File: config.mk
export PLATFORM = sky130hd
export DESIGN_NAME = id_stage_pipelined
export DESIGN_NICKNAME = d
export VERILOG_FILES = /design/src/rtl/id_pkg.sv /design/src/rtl/id_register_file.sv /design/src/rtl/id_stage_pipelined.sv
export SDC_FILE = /design/constraint.sdc
export NUM_CORES = 2
export LEC_CHECK = 0
export ABC_AREA = 1
export BUFFER_PORTS_ARGS = -buffer_cell sky130_fd_sc_hd__buf_2
export CAP_MARGIN = 20
export CORE_UTILIZATION = 40
export DETAILED_ROUTE_END_ITERATION = 6
export HOLD_SLACK_MARGIN = 0.08
export PLACE_DENSITY = 0.68
export SETUP_SLACK_MARGIN = 0.4
export SLEW_MARGIN = 10
export SYNTH_ARGS = -nofsm -noshare
export SYNTH_HDL_FRONTEND = slang
export SYNTH_HIERARCHICAL = 1
export SYNTH_SLANG_ARGS = --single-unit
File: constraint.sdc
create_clock -name Clk -period 2.7 [get_ports Clk]
set_clock_uncertainty 0.2 [all_clocks]
set_input_delay 0.54 -clock Clk [delete_from_list [all_inputs] [get_ports Clk]]
set_output_delay 0.54 -clock Clk [all_outputs]
set_load 0.02 [all_outputs]
File: src/rtl/id_pkg.sv
// Shared constants and helpers for the MIPS instruction-decode stage.
package id_pkg;

    localparam int REG_ADDR_W = 5;

    localparam int RS_HI  = 25;
    localparam int RS_LO  = 21;
    localparam int RT_HI  = 20;
    localparam int RT_LO  = 16;
    localparam int RD_HI  = 15;
    localparam int RD_LO  = 11;
    localparam int IMM_HI = 15;
    localparam int IMM_LO = 0;

    // A bubble carries an all-zero control word, so it never writes or accesses memory.
    localparam logic BUBBLE_CTRL_BIT = 1'b0;

    // Result is 64 bits wide; callers keep the low DATA_W bits.
    function automatic logic [63:0] extend_imm(input logic [15:0] imm, input logic zext);
        if (zext) begin
            return {48'd0, imm};
        end
        return {{48{imm[15]}}, imm};
    endfunction

endpackage

File: src/rtl/id_register_file.sv
// Architectural register file: two combinational read ports, one write port, $0 fixed at zero.
module id_register_file
    import id_pkg::*;
#(
    parameter int DATA_W  = 32,
    parameter int REG_CNT = 32
) (
    input  logic                  clk,
    input  logic                  reset,
    input  logic                  we,
    input  logic [REG_ADDR_W-1:0] waddr,
    input  logic [DATA_W-1:0]     wdata,
    input  logic [REG_ADDR_W-1:0] raddr_a,
    input  logic [REG_ADDR_W-1:0] raddr_b,
    output logic [DATA_W-1:0]     rdata_a,
    output logic [DATA_W-1:0]     rdata_b
);

    localparam int IDX_W = $clog2(REG_CNT);
    localparam logic [REG_ADDR_W:0] REG_CNT_L = (REG_ADDR_W+1)'(REG_CNT);

    logic [DATA_W-1:0] regs_q [REG_CNT];
    logic [DATA_W-1:0] regs_d [REG_CNT];

    always_comb begin
        for (int i = 0; i < REG_CNT; i++) begin
            regs_d[i] = regs_q[i];
        end
        if (we && (waddr != '0) && ({1'b0, waddr} < REG_CNT_L)) begin
            regs_d[waddr[IDX_W-1:0]] = wdata;
        end
        regs_d[0] = '0;
    end

    always_ff @(posedge clk) begin
        for (int i = 0; i < REG_CNT; i++) begin
            if (reset) begin
                regs_q[i] <= '0;
            end else begin
                regs_q[i] <= regs_d[i];
            end
        end
    end

    // Out-of-range indices read as zero rather than aliasing onto a real register.
    assign rdata_a = ({1'b0, raddr_a} < REG_CNT_L) ? regs_q[raddr_a[IDX_W-1:0]] : '0;
    assign rdata_b = ({1'b0, raddr_b} < REG_CNT_L) ? regs_q[raddr_b[IDX_W-1:0]] : '0;

endmodule

File: src/rtl/id_stage_pipelined.sv
// Registered MIPS ID stage: register file, MEM/WB forwarding, load-use stall, ID/EX register.
// Define ID_PERF_CNT_EN to add the saturating Stall_Count output.
module id_stage_pipelined
    import id_pkg::*;
#(
    parameter int DATA_W      = 32,
    parameter int REG_CNT     = 32,
    parameter int CTRL_W      = 16,
    parameter int MEMREAD_BIT = 3,
    parameter int ZEXT_BIT    = 4
) (
    input  logic                  Clk,
    input  logic                  Reset,
    input  logic [31:0]           Instr_In,
    input  logic [31:0]           PC4_In,
    input  logic                  Valid_In,
    input  logic [CTRL_W-1:0]     Ctrl_In,
    input  logic                  Uses_Rs,
    input  logic                  Uses_Rt,
    input  logic                  Flush_In,
    input  logic                  MEM_RegWrite,
    input  logic [REG_ADDR_W-1:0] MEM_WriteReg,
    input  logic [DATA_W-1:0]     MEM_Data,
    input  logic                  WB_RegWrite,
    input  logic [REG_ADDR_W-1:0] WB_WriteReg,
    input  logic [DATA_W-1:0]     WB_Data,
    output logic                  Stall_Out,
    output logic                  EX_Valid,
    output logic [CTRL_W-1:0]     EX_Ctrl,
    output logic [DATA_W-1:0]     EX_RsData,
    output logic [DATA_W-1:0]     EX_RtData,
    output logic [DATA_W-1:0]     EX_Imm,
    output logic [REG_ADDR_W-1:0] EX_Rs,
    output logic [REG_ADDR_W-1:0] EX_Rt,
    output logic [REG_ADDR_W-1:0] EX_Rd,
    output logic [31:0]           EX_PC4
`ifdef ID_PERF_CNT_EN
    ,
    output logic [31:0]           Stall_Count
`endif
);

    logic [REG_ADDR_W-1:0] rs, rt, rd;
    logic [15:0]           imm;
    logic [5:0]            unused_opcode;
    logic [DATA_W-1:0]     rs_rf, rt_rf, rs_val, rt_val, imm_ext;
    logic [63:0]           imm_wide;
    logic                  hazard, load_bubble;

    logic                  ex_valid_q, ex_valid_d;
    logic [CTRL_W-1:0]     ex_ctrl_q, ex_ctrl_d;
    logic [DATA_W-1:0]     ex_rs_data_q, ex_rs_data_d;
    logic [DATA_W-1:0]     ex_rt_data_q, ex_rt_data_d;
    logic [DATA_W-1:0]     ex_imm_q, ex_imm_d;
    logic [REG_ADDR_W-1:0] ex_rs_q, ex_rs_d, ex_rt_q, ex_rt_d, ex_rd_q, ex_rd_d;
    logic [31:0]           ex_pc4_q, ex_pc4_d;

    assign rs            = Instr_In[RS_HI:RS_LO];
    assign rt            = Instr_In[RT_HI:RT_LO];
    assign rd            = Instr_In[RD_HI:RD_LO];
    assign imm           = Instr_In[IMM_HI:IMM_LO];
    assign unused_opcode = Instr_In[31:26];

    id_register_file #(
        .DATA_W  (DATA_W),
        .REG_CNT (REG_CNT)
    ) u_regfile (
        .clk     (Clk),
        .reset   (Reset),
        .we      (WB_RegWrite),
        .waddr   (WB_WriteReg),
        .wdata   (WB_Data),
        .raddr_a (rs),
        .raddr_b (rt),
        .rdata_a (rs_rf),
        .rdata_b (rt_rf)
    );

    // MEM is the younger producer, so it wins over WB for the same register.
    function automatic logic [DATA_W-1:0] select_operand(
        input logic [REG_ADDR_W-1:0] field,
        input logic [DATA_W-1:0]     rf_value
    );
        if (field == '0) return '0;
        if (MEM_RegWrite && (MEM_WriteReg == field)) return MEM_Data;
        if (WB_RegWrite && (WB_WriteReg == field)) return WB_Data;
        return rf_value;
    endfunction

    always_comb begin
        rs_val   = select_operand(rs, rs_rf);
        rt_val   = select_operand(rt, rt_rf);
        imm_wide = extend_imm(imm, Ctrl_In[ZEXT_BIT]);
        imm_ext  = imm_wide[DATA_W-1:0];
    end

    always_comb begin
        hazard = Valid_In && ex_valid_q && ex_ctrl_q[MEMREAD_BIT] && (ex_rt_q != '0) &&
                 ((Uses_Rs && (rs == ex_rt_q)) || (Uses_Rt && (rt == ex_rt_q)));
        load_bubble = Flush_In || !Valid_In || hazard;
    end

    assign Stall_Out = hazard && !Flush_In;

    always_comb begin
        ex_valid_d   = 1'b0;
        ex_ctrl_d    = {CTRL_W{BUBBLE_CTRL_BIT}};
        ex_rs_data_d = '0;
        ex_rt_data_d = '0;
        ex_imm_d     = '0;
        ex_rs_d      = '0;
        ex_rt_d      = '0;
        ex_rd_d      = '0;
        ex_pc4_d     = '0;
        if (!load_bubble) begin
            ex_valid_d   = 1'b1;
            ex_ctrl_d    = Ctrl_In;
            ex_rs_data_d = rs_val;
            ex_rt_data_d = rt_val;
            ex_imm_d     = imm_ext;
            ex_rs_d      = rs;
            ex_rt_d      = rt;
            ex_rd_d      = rd;
            ex_pc4_d     = PC4_In;
        end
    end

    always_ff @(posedge Clk) begin
        if (Reset) begin
            ex_valid_q   <= 1'b0;
            ex_ctrl_q    <= '0;
            ex_rs_data_q <= '0;
            ex_rt_data_q <= '0;
            ex_imm_q     <= '0;
            ex_rs_q      <= '0;
            ex_rt_q      <= '0;
            ex_rd_q      <= '0;
            ex_pc4_q     <= '0;
        end else begin
            ex_valid_q   <= ex_valid_d;
            ex_ctrl_q    <= ex_ctrl_d;
            ex_rs_data_q <= ex_rs_data_d;
            ex_rt_data_q <= ex_rt_data_d;
            ex_imm_q     <= ex_imm_d;
            ex_rs_q      <= ex_rs_d;
            ex_rt_q      <= ex_rt_d;
            ex_rd_q      <= ex_rd_d;
            ex_pc4_q     <= ex_pc4_d;
        end
    end

    assign EX_Valid  = ex_valid_q;
    assign EX_Ctrl   = ex_ctrl_q;
    assign EX_RsData = ex_rs_data_q;
    assign EX_RtData = ex_rt_data_q;
    assign EX_Imm    = ex_imm_q;
    assign EX_Rs     = ex_rs_q;
    assign EX_Rt     = ex_rt_q;
    assign EX_Rd     = ex_rd_q;
    assign EX_PC4    = ex_pc4_q;

`ifdef ID_PERF_CNT_EN
    logic [31:0] stall_count_q, stall_count_d;

    always_comb begin
        stall_count_d = stall_count_q;
        if (Stall_Out && (stall_count_q != 32'hFFFF_FFFF)) begin
            stall_count_d = stall_count_q + 32'd1;
        end
    end

    always_ff @(posedge Clk) begin
        if (Reset) begin
            stall_count_q <= '0;
        end else begin
            stall_count_q <= stall_count_d;
        end
    end

    assign Stall_Count = stall_count_q;
`endif

endmodule

### Word level (Yosys, flattened, before mapping)

Memories as Yosys holds them, arrays and structs flattened.
Index checks and enable logic that the tools add are counted.

| word-level totals | value |
|---|---|
| memory bits (writable) | 1024 |
| bits in latches | 0 |
| logic and storage cells | 141 |
| input bits | 162 |
| memories | 1 |
| bits in read-only memories | 0 |
| bits in registers | 160 |
| output and inout port bits | 161 |

| operators by class | value |
|---|---|
| eq/ne operators | 6 |
| add/sub/neg operators | 0 |
| shifts and indexed selects | 0 |
| div/mod/pow operators | 0 |
| $mul | 0 |
| bitwise logic cells | 33 |
| reduce and logical (&&, ||, !) cells | 23 |
| muxes and demuxes | 67 |
| order comparisons | 2 |

Memories:

| memory | words | bits a word | read ports | clocked after Yosys merged registers in | wr ports | RTL line | RTL |
|---|---|---|---|---|---|---|---|
| u_regfile.regs_q | 32 | 32 | 34 | 0 | 32 | id_register_file.sv:22 | `logic [DATA_W-1:0] regs_q [REG_CNT];` |

Operator list:

| kind | count |
|---|---|
| $mux W32 | 47 |
| $bwmux W1024 | 1 |
| $mux W992 | 1 |
| $demux W32 S5 | 1 |
| $or A1 B1 Y1 | 32 |
| $eq A5 B5 Y1 | 6 |
| $mux W1 | 17 |
| $logic_and A1 B1 Y1 | 13 |
| $logic_not A5 Y1 | 2 |
| $reduce_bool A5 Y1 | 2 |
| $ge A6 B6 Y1 const B | 1 |
| $lt A6 B1 Y1 const B | 1 |
| $not A5 Y6 | 1 |
| $logic_or A1 B1 Y1 | 3 |
| $logic_not A1 Y1 | 2 |
| $reduce_or A2 Y1 | 1 |

### Depth between registers and ports, before layout

| depth | value |
|---|---|
| depth in word-level cells | 9 |
| depth in mapped cells | 17 |
| depth with buffers taken out | 13 |

### Cells and area by module

Netlist, hierarchy kept.

By module, submodules not included:

| module | cells an instance | times used | area an instance (um2) | sequential area each (um2) |
|---|---|---|---|---|
| id_register_file | 8305 | 1 | 53358.7 | 19859.0 |
| id_stage_pipelined | 905 | 1 | 6147.1 | 2802.7 |

### Least setup slack after synthesis

No wires, ideal clock.

| path | value |
|---|---|
| path kind | in2reg |
| start | input Instr_In[16] |
| end | register ex_rt_data_q[10], in the netlist EX_RtData[10] |
| data arrival time | 1814 ps |
| data required time | 2383 ps |
| setup time | 117 ps |
| stages on the path | 16 |
| path buffers | 4 |
| slack | 569 ps |
| path through | buf_2 -> inv_1 -> buf_4 -> buf_2 -> buf_2 -> nand2_1 -> nand3_1 -> nand3_1 -> nand3_1 -> nand2_1 -> nand2_1 -> nand2_1 -> nand2_1 -> nand3_1 -> nand2_1 -> nor2_1 |

| on the way | value |
|---|---|
| elaborated cells on any way between the ends | 23 |
| those cells by class | eq/ne: 3; mux: 11; reduce/logical: 8; memory: 1 |

RTL lines:

| what | RTL line | RTL |
|---|---|---|
| from (decl) | id_stage_pipelined.sv:14 | `input logic [31:0] Instr_In,` |
| $mem_v2 Z32 W32 | n/a |  |
| named net rt_rf[10] | id_stage_pipelined.sv:46 | `logic [DATA_W-1:0] rs_rf, rt_rf, rs_val, rt_val, imm_ext;` |
| $mux W32 | id_stage_pipelined.sv:87 | `return rf_value;` |
| $mux W32 | id_stage_pipelined.sv:86 | `if (WB_RegWrite && (WB_WriteReg == field)) return WB_Data;` |
| $mux W32 | id_stage_pipelined.sv:85 | `if (MEM_RegWrite && (MEM_WriteReg == field)) return MEM_Data;` |
| to (signal assigned) | id_stage_pipelined.sv:143 | `ex_rt_data_q <= ex_rt_data_d;` |
| to (decl) | id_stage_pipelined.sv:53 | `logic [DATA_W-1:0] ex_rt_data_q, ex_rt_data_d;` |

The timed path passes the listed nets, and every way through them passes these cells. The select of a mux whose other input is x is not followed.
A chain may end at the register's enable or synchronous reset.

### Worst setup path in the final report

| path | value |
|---|---|
| start | register ex_rt_q[4], in the netlist EX_Rt[4] |
| end | output Stall_Out |

| on the way | value |
|---|---|
| cells in the longest elaborated chain, start to end | 5 |
| elaborated cells on any way between the ends | 9 |
| those cells by class | eq/ne: 2; reduce/logical: 7 |

Ends and longest elaborated chain:

| what | RTL line | RTL |
|---|---|---|
| from (decl) | id_stage_pipelined.sv:55 | `logic [REG_ADDR_W-1:0] ex_rs_q, ex_rs_d, ex_rt_q, ex_rt_d, ex_rd_q, ex_rd_d;` |
| from (signal assigned) | id_stage_pipelined.sv:146 | `ex_rt_q <= ex_rt_d;` |
| $eq A5 B5 Y1 | id_stage_pipelined.sv:99 | `((Uses_Rs && (rs == ex_rt_q)) \|\| (Uses_Rt && (rt == ex_rt_q)));` |
| $logic_and A1 B1 Y1 | id_stage_pipelined.sv:99 |  |
| $logic_or A1 B1 Y1 | id_stage_pipelined.sv:99 |  |
| $logic_and A1 B1 Y1 (*) | id_stage_pipelined.sv:98 | `hazard = Valid_In && ex_valid_q && ex_ctrl_q[MEMREAD_BIT] && (ex_rt_q != '0) &&` |
| $logic_and A1 B1 Y1 (*) | id_stage_pipelined.sv:103 | `assign Stall_Out = hazard && !Flush_In;` |
| to (decl) | id_stage_pipelined.sv:27 | `output logic Stall_Out,` |

Every way passes the cells marked *; elsewhere a longest branch is shown, timed or not.

==> results by group <==
Floorplan
  – Die Wd: 387.7 um
  – Core Area: 0.1477 mm^2
  – Die area: 0.1503 mm^2
  – Die H: 387.7 um
  – Ports: 323
  – Initial Util: 40.30%
  – Site Rows: 141

Worst setup path
  – Worst setup path category: flop to primary output
  – Crit end category: primary output
  – Slowest CP cell: dfxtp_4
  – CP required: 1.96 ns
  – CP Launch Type: flop
  – Critical Path Most Common Cell: nand2_2
  – Critical Path Fanout Max: 4
  – Worst EP arrival: 1.92 ns
  – CP cell instances: inv_4, nand2_2, nand2_2, nor2_2, nand3_1, nand2_2, nand2_4, nor2_4, buf_6
  – Top Family by Delay on Critical Path: simple AND/OR/NAND/NOR gates
  – CP max stage delay: 0.37 ns
  – Critical path buffer and inverter count: 2
  – Flop2flop setup slack: 0.62 ns

Placed design
  – IO Port Bufs: 316
  – Placed cell count: 11020
  – GPL Wtd Cong: 0.9514
  – Place WS: -0.02999 ns
  – Area post-placement: 0.06620 mm^2
  – Hpwl dp: 155600 um

Logic synthesis
  – Synth top cells by count: 2846 x nand2_1, 1746 x nand3_1, 1150 x nor2_1, 1132 x dfxtp_1, 992 x a211oi_1
  – Ys Warns: 6
  – Largest cells by area after synthesis: dfxtp_1 38%, nand2_1 18%, nand3_1 15%
  – Main synth FF type: dfxtp_1
  – Top-area cell type share of the netlist area: 38.08%
  – Flops & latches, synth: 1132
  – Top-count cell post-synth: nand2_1
  – Mapped Cells: 9210
  – Post-synth EDFFs: 0
  – Post-synthesis cell type count: 24
  – Syn_nets: 9372
  – Post-synthesis sequential area ratio: 38.08%
  – Avg Cell Area, Syn: 6.461 um^2
  – Post-synth top area cell: dfxtp_1
  – Mapped cell area: 0.05951 mm^2
  – Async set-reset flop share out of synthesis: 0%

Timing
  – Setup violations, final: 0
  – Setup_tns: 0 ns
  – Crit share post-route: 98.37%
  – Post-route setup slack: 0.04412 ns
  – Crit path time final: 2.656 ns
  – Max Slew Vio Count: 0
  – RSZ-0062 raised after global routing: true
  – Worst slew pin tran: 1.080 ns
  – Final count of hold timing violations: 0
  – Worst hold slack: 0.1216 ns
  – Relative slew slack: 28.03%
  – Max Clock Freq: 376.5 MHz

Drt
  – Post-Route WL: 251300 um
  – Wl on met1: 98450 um
  – Top routing layer used: met5
  – Vias: 67110
  – Metal3 WL: 32680 um
  – DRT Pass-1 Iters: 7
  – Via density: 5.892
  – DR iter-0 viols: 10020
  – Remaining antenna violation count: 0
  – DRC viols: 3
  – Met2 WL: 105800 um
  – WL per Instance: 22.06 um

Hold path
  – Hold Path Class: input pin to flop

CTS
  – CTS root buf: clkbuf_16
  – Clock Latency Late Sink: 0.80 ns
  – Maximum clock path buffer count: 3
  – H-tree depth: 4
  – Clk sink count: 1132
  – TritonCTS Buffers: 131
  – Worst-path clk slew: 0.06 ns
  – CTS tree: built

Layout
  – NumNets Final: 9514
  – Final Non-Filler Cells: 11390
  – Fillers: 14230
  – Area grow syn2layout: 21.14%
  – Design Area, Final: 0.07208 mm^2
  – Share of cells above drive strength 1: 11.40%

Run status
  – Failing checks: design-rule violations
  – Status: finished with violations

Global routing
  – First-pass GRT wire length: 377700 um
  – Total grt overflow: 0
  – Initial antenna violation count: 7
  – Largest net degree at the start of global routing: 202
  – Vias in the first global route: 61570
  – Total track usage: 32.21%

Power and ir drop
  – Pleak: 29.11 nW
  – Pwr dens: 580.4 mW/mm^2
  – Max VDD drop: 0.0005508 V

Flow run
  – Maxcap violations: 0
-- layout make-up --
type	instances	area, um^2	area share, %
clock buffers	177	3806	5.280
diodes	5	12.51	0.01736
well taps	1930	2415	3.350
repair buffers	903	9040	12.54
multi-input cells	6823	31980	44.37
inverters	361	1400	1.942
clock inverters	59	747.0	1.036
flip-flops and latches	1132	22680	31.46
-- worst register-to-register path: stages, from the launching register on --
cell and delay, ns:
dfxtp_2 0.33, buf_4 0.13, nor2_1 0.14, nand4_1 0.10, nand4_1 0.09, inv_1 0.07
nand2_4 0.08, buf_4 0.13, nand3_1 0.08, nor2_1 0.10, dlygate4sd3_1 0.56
-- routing by layer --
layer | vias to the layer above | track usage (%)
met5 | - | 0
met2 | 4377 | 47.71
met4 | 8 | 17.83
met1 | 30890 | 42.10
li1 | 30960 | -
met3 | 877 | 8.829
-- power by group --
part           switching, mW  internal (mW)  total, mW
Sequential             0.158           16.9       17.1
Combinational           3.96           1.85       5.82
Clock                   7.65           11.3       18.9
-- state kept, by name, summed over array words and instances, names as in the netlist, 5 cells and up --
| signal | flops |
|---|---|
| EX_Ctrl | 16 |
| EX_Rs | 5 |
| EX_Imm | 12 |
| EX_Rd | 5 |
| EX_RtData | 32 |
| EX_Rt | 5 |
| EX_PC4 | 32 |
| u_regfile/regs_q | 992 |
| EX_RsData | 32 |
-- metrics by stage --
step | utilization, % | total power [mW]
final | 48.82 | 41.84
after detailed placement | 44.83 | 22.89
after CTS | 48.79 | 41.69
after global placement | 44.83 | 22.85
after global routing | 48.81 | 42.95
after floorplan | - | 20.42
-- cell families (layout without fill, tap and decap cells) --
logic type      after synthesis  count (layout)  share of synthesized area, %
simple gates               5819            5819                         40.75
buf+inv                    1255            1500                         8.533
flops                      1132            1132                         38.08
compound gates             1002            1002                         12.61
xor+xnor                      2               2                       0.02944
other cells                   0               5                             0
-- cells in the final DEF, fill, tap and decap left out, drive strengths merged --
cell | netlist | layout
nand2 | 2847 | 2847
nand3 | 1748 | 1748
nor2 | 1183 | 1183
dfxtp | 1132 | 1132
a211oi | 992 | 992
buf | 309 | 778
inv | 361 | 363
clkbuf | 585 | 177
dlygate4sd3 | 0 | 125
clkinv | 0 | 40
nand4 | 34 | 34
bufinv | 0 | 14
o21ai | 6 | 6
diode | 0 | 5
a21oi | 4 | 4
nor3 | 4 | 4
clkinvlp | 0 | 3
xor2 | 2 | 2
nand3b | 2 | 2
nor3b | 1 | 1
-- final timing paths --
| kind | startpoint | end | cells past startpoint |
|---|---|---|---|
| min | WB_Data[5] | EX_RsData[5]$_SDFF_PP0_ | 5 |
| min reg2reg | u_regfile/regs_q[6][29]$_SDFFE_PP0P_ | u_regfile/regs_q[6][29]$_SDFFE_PP0P_ | 2 |
| max reg2reg | EX_Rt[0]$_SDFF_PP0_ | EX_Imm[30]$_SDFF_PP0_ | 10 |
| max | EX_Rt[4]$_SDFF_PP0_ | Stall_Out | 9 |
-- repair_timing --
action / CTS / global route
pin swaps: 9 / 6
resized for setup: 16 / 7
hold buffers: 125 / 0
endpoints found under the setup margin: 17 / 1
hold endpoints to repair: 152 / 0
buffers inserted: 3 / 0
No activity file was read; power rests on OpenSTA's default activity.
